===== src/rtl/dat_mem_arb.sv =====
// dat_mem_arb: two-port round-robin arbiter and sequencer in front of a
// single-port data memory with combinational read data.
//
// Handshake: a requester raises req with we/addr/wdata stable and holds them
// until it sees its one-cycle gnt pulse. At the edge that ends the gnt cycle
// it either drops req or presents its next command. A read returns data on
// rdata with a one-cycle rvalid pulse, one cycle after the grant cycle. A
// write completes silently when the memory latches it at the edge ending the
// grant cycle. rvalid cannot be back-pressured.
module dat_mem_arb #(
    parameter int AW = 8,
    parameter int DW = 8
) (
    input  logic          clk,
    input  logic          reset,
    input  logic          req0,
    input  logic          req1,
    input  logic          we0,
    input  logic          we1,
    input  logic [AW-1:0] addr0,
    input  logic [AW-1:0] addr1,
    input  logic [DW-1:0] wdata0,
    input  logic [DW-1:0] wdata1,
    output logic          gnt0,
    output logic          gnt1,
    output logic          rvalid0,
    output logic          rvalid1,
    output logic [DW-1:0] rdata0,
    output logic [DW-1:0] rdata1,
    output logic [AW-1:0] mem_addr,
    output logic          mem_wr_en,
    output logic [DW-1:0] mem_dat_in,
    input  logic [DW-1:0] mem_dat_out
);

    // last: port that won the most recent grant (1 after reset, so port 0
    // wins the first tie). rd_pend/rd_port: a read was granted last edge and
    // its data must be captured at this edge for that port.
    logic last;
    logic rd_pend;
    logic rd_port;

    logic elig0;
    logic elig1;
    logic any_elig;
    logic win1;

    // Eligibility masks the request currently being granted; ties go to the
    // port that did not win last time.
    always_comb begin
        elig0    = req0 & ~gnt0;
        elig1    = req1 & ~gnt1;
        any_elig = elig0 | elig1;
        win1     = elig1 & (~elig0 | ~last);
    end

    // Grant register: launch the winner's command to the memory pins.
    always_ff @(posedge clk or posedge reset) begin
        if (reset) begin
            gnt0       <= 1'b0;
            gnt1       <= 1'b0;
            mem_addr   <= '0;
            mem_wr_en  <= 1'b0;
            mem_dat_in <= '0;
            rd_pend    <= 1'b0;
            rd_port    <= 1'b0;
            last       <= 1'b1;
        end else if (any_elig) begin
            gnt0       <= ~win1;
            gnt1       <= win1;
            mem_addr   <= win1 ? addr1 : addr0;
            mem_dat_in <= win1 ? wdata1 : wdata0;
            mem_wr_en  <= win1 ? we1 : we0;
            rd_pend    <= win1 ? ~we1 : ~we0;
            rd_port    <= win1;
            last       <= win1;
        end else begin
            // Address and write data hold; only the strobes drop.
            gnt0      <= 1'b0;
            gnt1      <= 1'b0;
            mem_wr_en <= 1'b0;
            rd_pend   <= 1'b0;
        end
    end

    // Read return: capture memory data for the port whose read was granted.
    always_ff @(posedge clk or posedge reset) begin
        if (reset) begin
            rvalid0 <= 1'b0;
            rvalid1 <= 1'b0;
            rdata0  <= '0;
            rdata1  <= '0;
        end else begin
            rvalid0 <= rd_pend & ~rd_port;
            rvalid1 <= rd_pend & rd_port;
            if (rd_pend && !rd_port) rdata0 <= mem_dat_out;
            if (rd_pend && rd_port)  rdata1 <= mem_dat_out;
        end
    end

endmodule


===== config.mk =====
export PLATFORM = sky130hd
export DESIGN_NAME = dat_mem_arb
export DESIGN_NICKNAME = d
export VERILOG_FILES = /design/src/rtl/dat_mem_arb.sv
export SDC_FILE = /design/constraint.sdc
export NUM_CORES = 1
export LEC_CHECK = 0
export ABC_AREA = 1
export CAP_MARGIN = 10
export CORE_UTILIZATION = 44
export DETAILED_ROUTE_END_ITERATION = 8
export PLACE_DENSITY = 0.93
export SKIP_CTS_REPAIR_TIMING = 1
export SLEW_MARGIN = 20
export SYNTH_ARGS = -nofsm -noshare
export SYNTH_HDL_FRONTEND = slang
export SYNTH_SLANG_ARGS = --single-unit

===== constraint.sdc =====
create_clock -name clk -period 2.43 [get_ports clk]
set_clock_uncertainty 0.15 [all_clocks]
set_input_delay 0.729 -clock clk [delete_from_list [all_inputs] [get_ports clk]]
set_output_delay 0.729 -clock clk [all_outputs]
set_load 0.01 [all_outputs]

==> results_dict.tcl <==
set metrics [dict create \
    place_hpwl_microns 3270 \
    max_freq_mhz 478 \
    drc 0 \
    die_h_microns 66.6 \
    hp-class "reg -> reg" \
    end_kind "output port" \
    first_global_vias 1642 \
    slew_viol_final 0 \
    ir_drop_mv 0.555 \
    setup_tns_ns 0 \
    yosysWarnings 0 \
    layout_min_cycle_time_ns 2.09 \
    netlist_instances 218 \
    antenna_found_initial 0 \
    crit_chain "clkdlybuf4s50_1" \
    crit_slowest_cell "clkdlybuf4s50_1" \
    final_common_cell "clkdlybuf4s50_1" \
    syn_avg_cell_area_sq_um 8.43 \
    crit_family "buffers and inverters" \
    setup_violations 0 \
    max-slew-margin-rel 0.626 \
    cts_sinks 40 \
    max-cap-violations 0 \
    cp_slowest_stage_delay_ns 0.55 \
    vias_per_cell 4.86 \
    rsz0062_at_grt "false" \
    hold_depth 2 \
    r2r-start "gnt0" \
    cts_made_buffers 5 \
    grt_usage 0.224 \
    fp.dieW_microns 66.6 \
    root_buffer "clkbuf_8" \
    h-tree-depth 2 \
    worstPathRequired_ns 1.55 \
    routed_wl_microns 4560 \
    num-nets-final 348 \
    fillers 345 \
    dieArea_sq_mm 0.00444 \
    worstSkewPairLatency_ns 0.28 \
    numPortBuffers 82 \
    hold_end "rdata1[0]" \
    syn_nets 264 \
    drtIter0Drc 95 \
    initial_core_util 0.459 \
    reg2regPathDepth 5 \
    avgRoutedWirePerCell_microns 13.0 \
    cts_tree "yes" \
    via_count 1709 \
    core_sq_mm 0.00400 \
    finish.utilization 0.686 \
    min_period_over_period 0.860 \
    gr-total-overflow 0 \
    layout_common_cells "clkdlybuf4s50_1 (82), nand2_1 (55), nand3_1 (51)" \
    grt_pass1_wl_microns 7220 \
    n_antenna_cell 0 \
    critPathArrivalTime_ns 1.21 \
    dr.pass1.iters 4 \
    p_per_area_mw_per_mm2 924 \
    gp_congestion 0.747 \
    path_clk_slew_ns 0.07 \
    status "completed" \
    area_growth_pct 49.4 \
    power_leakage_nw 1.38 \
    layout-drive-gt1-share 0.0596 \
    min_from "rdata1[0]" \
    whs_ns 0.343 \
    ys_seq_elements 40 \
    r2r_end "mem_wr_en" \
    crit_type "reg -> out" \
    final-hold-violation-count 0 \
    critPathMaxFanout 3 \
    syn_area_sq_mm 0.00184 \
    start_kind "register" \
    ys_types 19 \
    grt_max_degree 27 \
    r2r_slack_ns 0.89 \
    num_rows 23 \
    antenna_left 0 \
    num_io_pins 83 \
    tightest_slew_ns 0.557 \
    synth_seq_area_share 0.546 \
    clock_path_buffers 2 \
    crit_buf_inv 1 \
]
final cells by class:
cell class	instances	area, sq um	area share
tap	50	62.6	0.0228
clock inverter	1	5.00	0.00182
sequential	40	1000	0.365
clock buffer	6	72.6	0.0264
timing repair buffer	88	878	0.320
inverter	36	135	0.0492
multi-input combinational	131	588	0.214
metrics by stage:
stage / setup slack, ns / cell area [sq um] / total power (W) / instances
floorplan: 0.635 / 1840 / 0.00154 / 218
global placement: 0.238 / 2670 / 0.00211 / 345
detailed placement: 0.120 / 2670 / 0.00213 / 345
CTS: 0.323 / 2740 / 0.00255 / 352
global route: 0.287 / 2740 / 0.00271 / 352
finish: 0.339 / 2740 / 0.00254 / 352
kinds of logic (layout without fill, tap and decap cells):
| logic type | after synthesis | count (layout) | share of synthesized area |
|---|---|---|---|
| buf+inv | 47 | 131 | 0.134 |
| compound gates | 18 | 18 | 0.0490 |
| flops | 40 | 40 | 0.546 |
| simple gates | 113 | 113 | 0.271 |
power by group:
part | internal [W] | switching (W) | total, W
clock network | 0.000195 | 0.000210 | 0.000405
registers | 0.000908 | 0.000142 | 0.00105
logic | 0.000592 | 0.000490 | 0.00108
worst max path at each step:
stage | slack, ns | cells past startpoint | endpoint | startpoint
detailed placement | 0.12 | 5 | mem_wr_en | req0
finish | 0.34 | 1 | gnt1 | gnt1
global route | 0.29 | 5 | mem_wr_en | req0
floorplan | 0.64 | 1 | gnt0 | reset
CTS | 0.32 | 1 | gnt1 | gnt1
global placement | 0.24 | 5 | gnt0 | req0
metal layers:
metal  global-route usage  up-vias  part of all wire
met5                    0        -                 0
li1                     -      848                 -
met3               0.0839        4             0.085
met1                0.242      787              0.41
met4               0.0878        0            0.0092
met2                0.391       70              0.50
sequential cells by signal (all words and copies together), names as in the netlist, 8 cells and up:
signal and count:
mem_dat_in 8, mem_addr 8, rdata0 8, rdata1 8
tightest hold or removal path: stages, from the launching register on:
cell and delay [ns]:
dfrtp_1 0.35, nand2_1 0.05, o21ai_0 0.05
Yosys cell counts:
library cell  instances  area share
nand2_1              55        0.11
nand3_1              51        0.14
dfrtp_1              39        0.53
inv_1                35       0.072
o21ai_0              17       0.046
buf_6                 3       0.018
nand2_2               3       0.010
nor2_1                3      0.0061
buf_2                 2      0.0054
buf_12                1       0.011
buf_4                 1      0.0041
buf_8                 1      0.0082
clkbuf_1              1      0.0020
clkbuf_4              1      0.0041
clkbuf_8              1      0.0075
dfstp_2               1       0.014
inv_2                 1      0.0020
nor2_2                1      0.0034
o21ai_1               1      0.0027
Power figures use the tool's default switching activity.
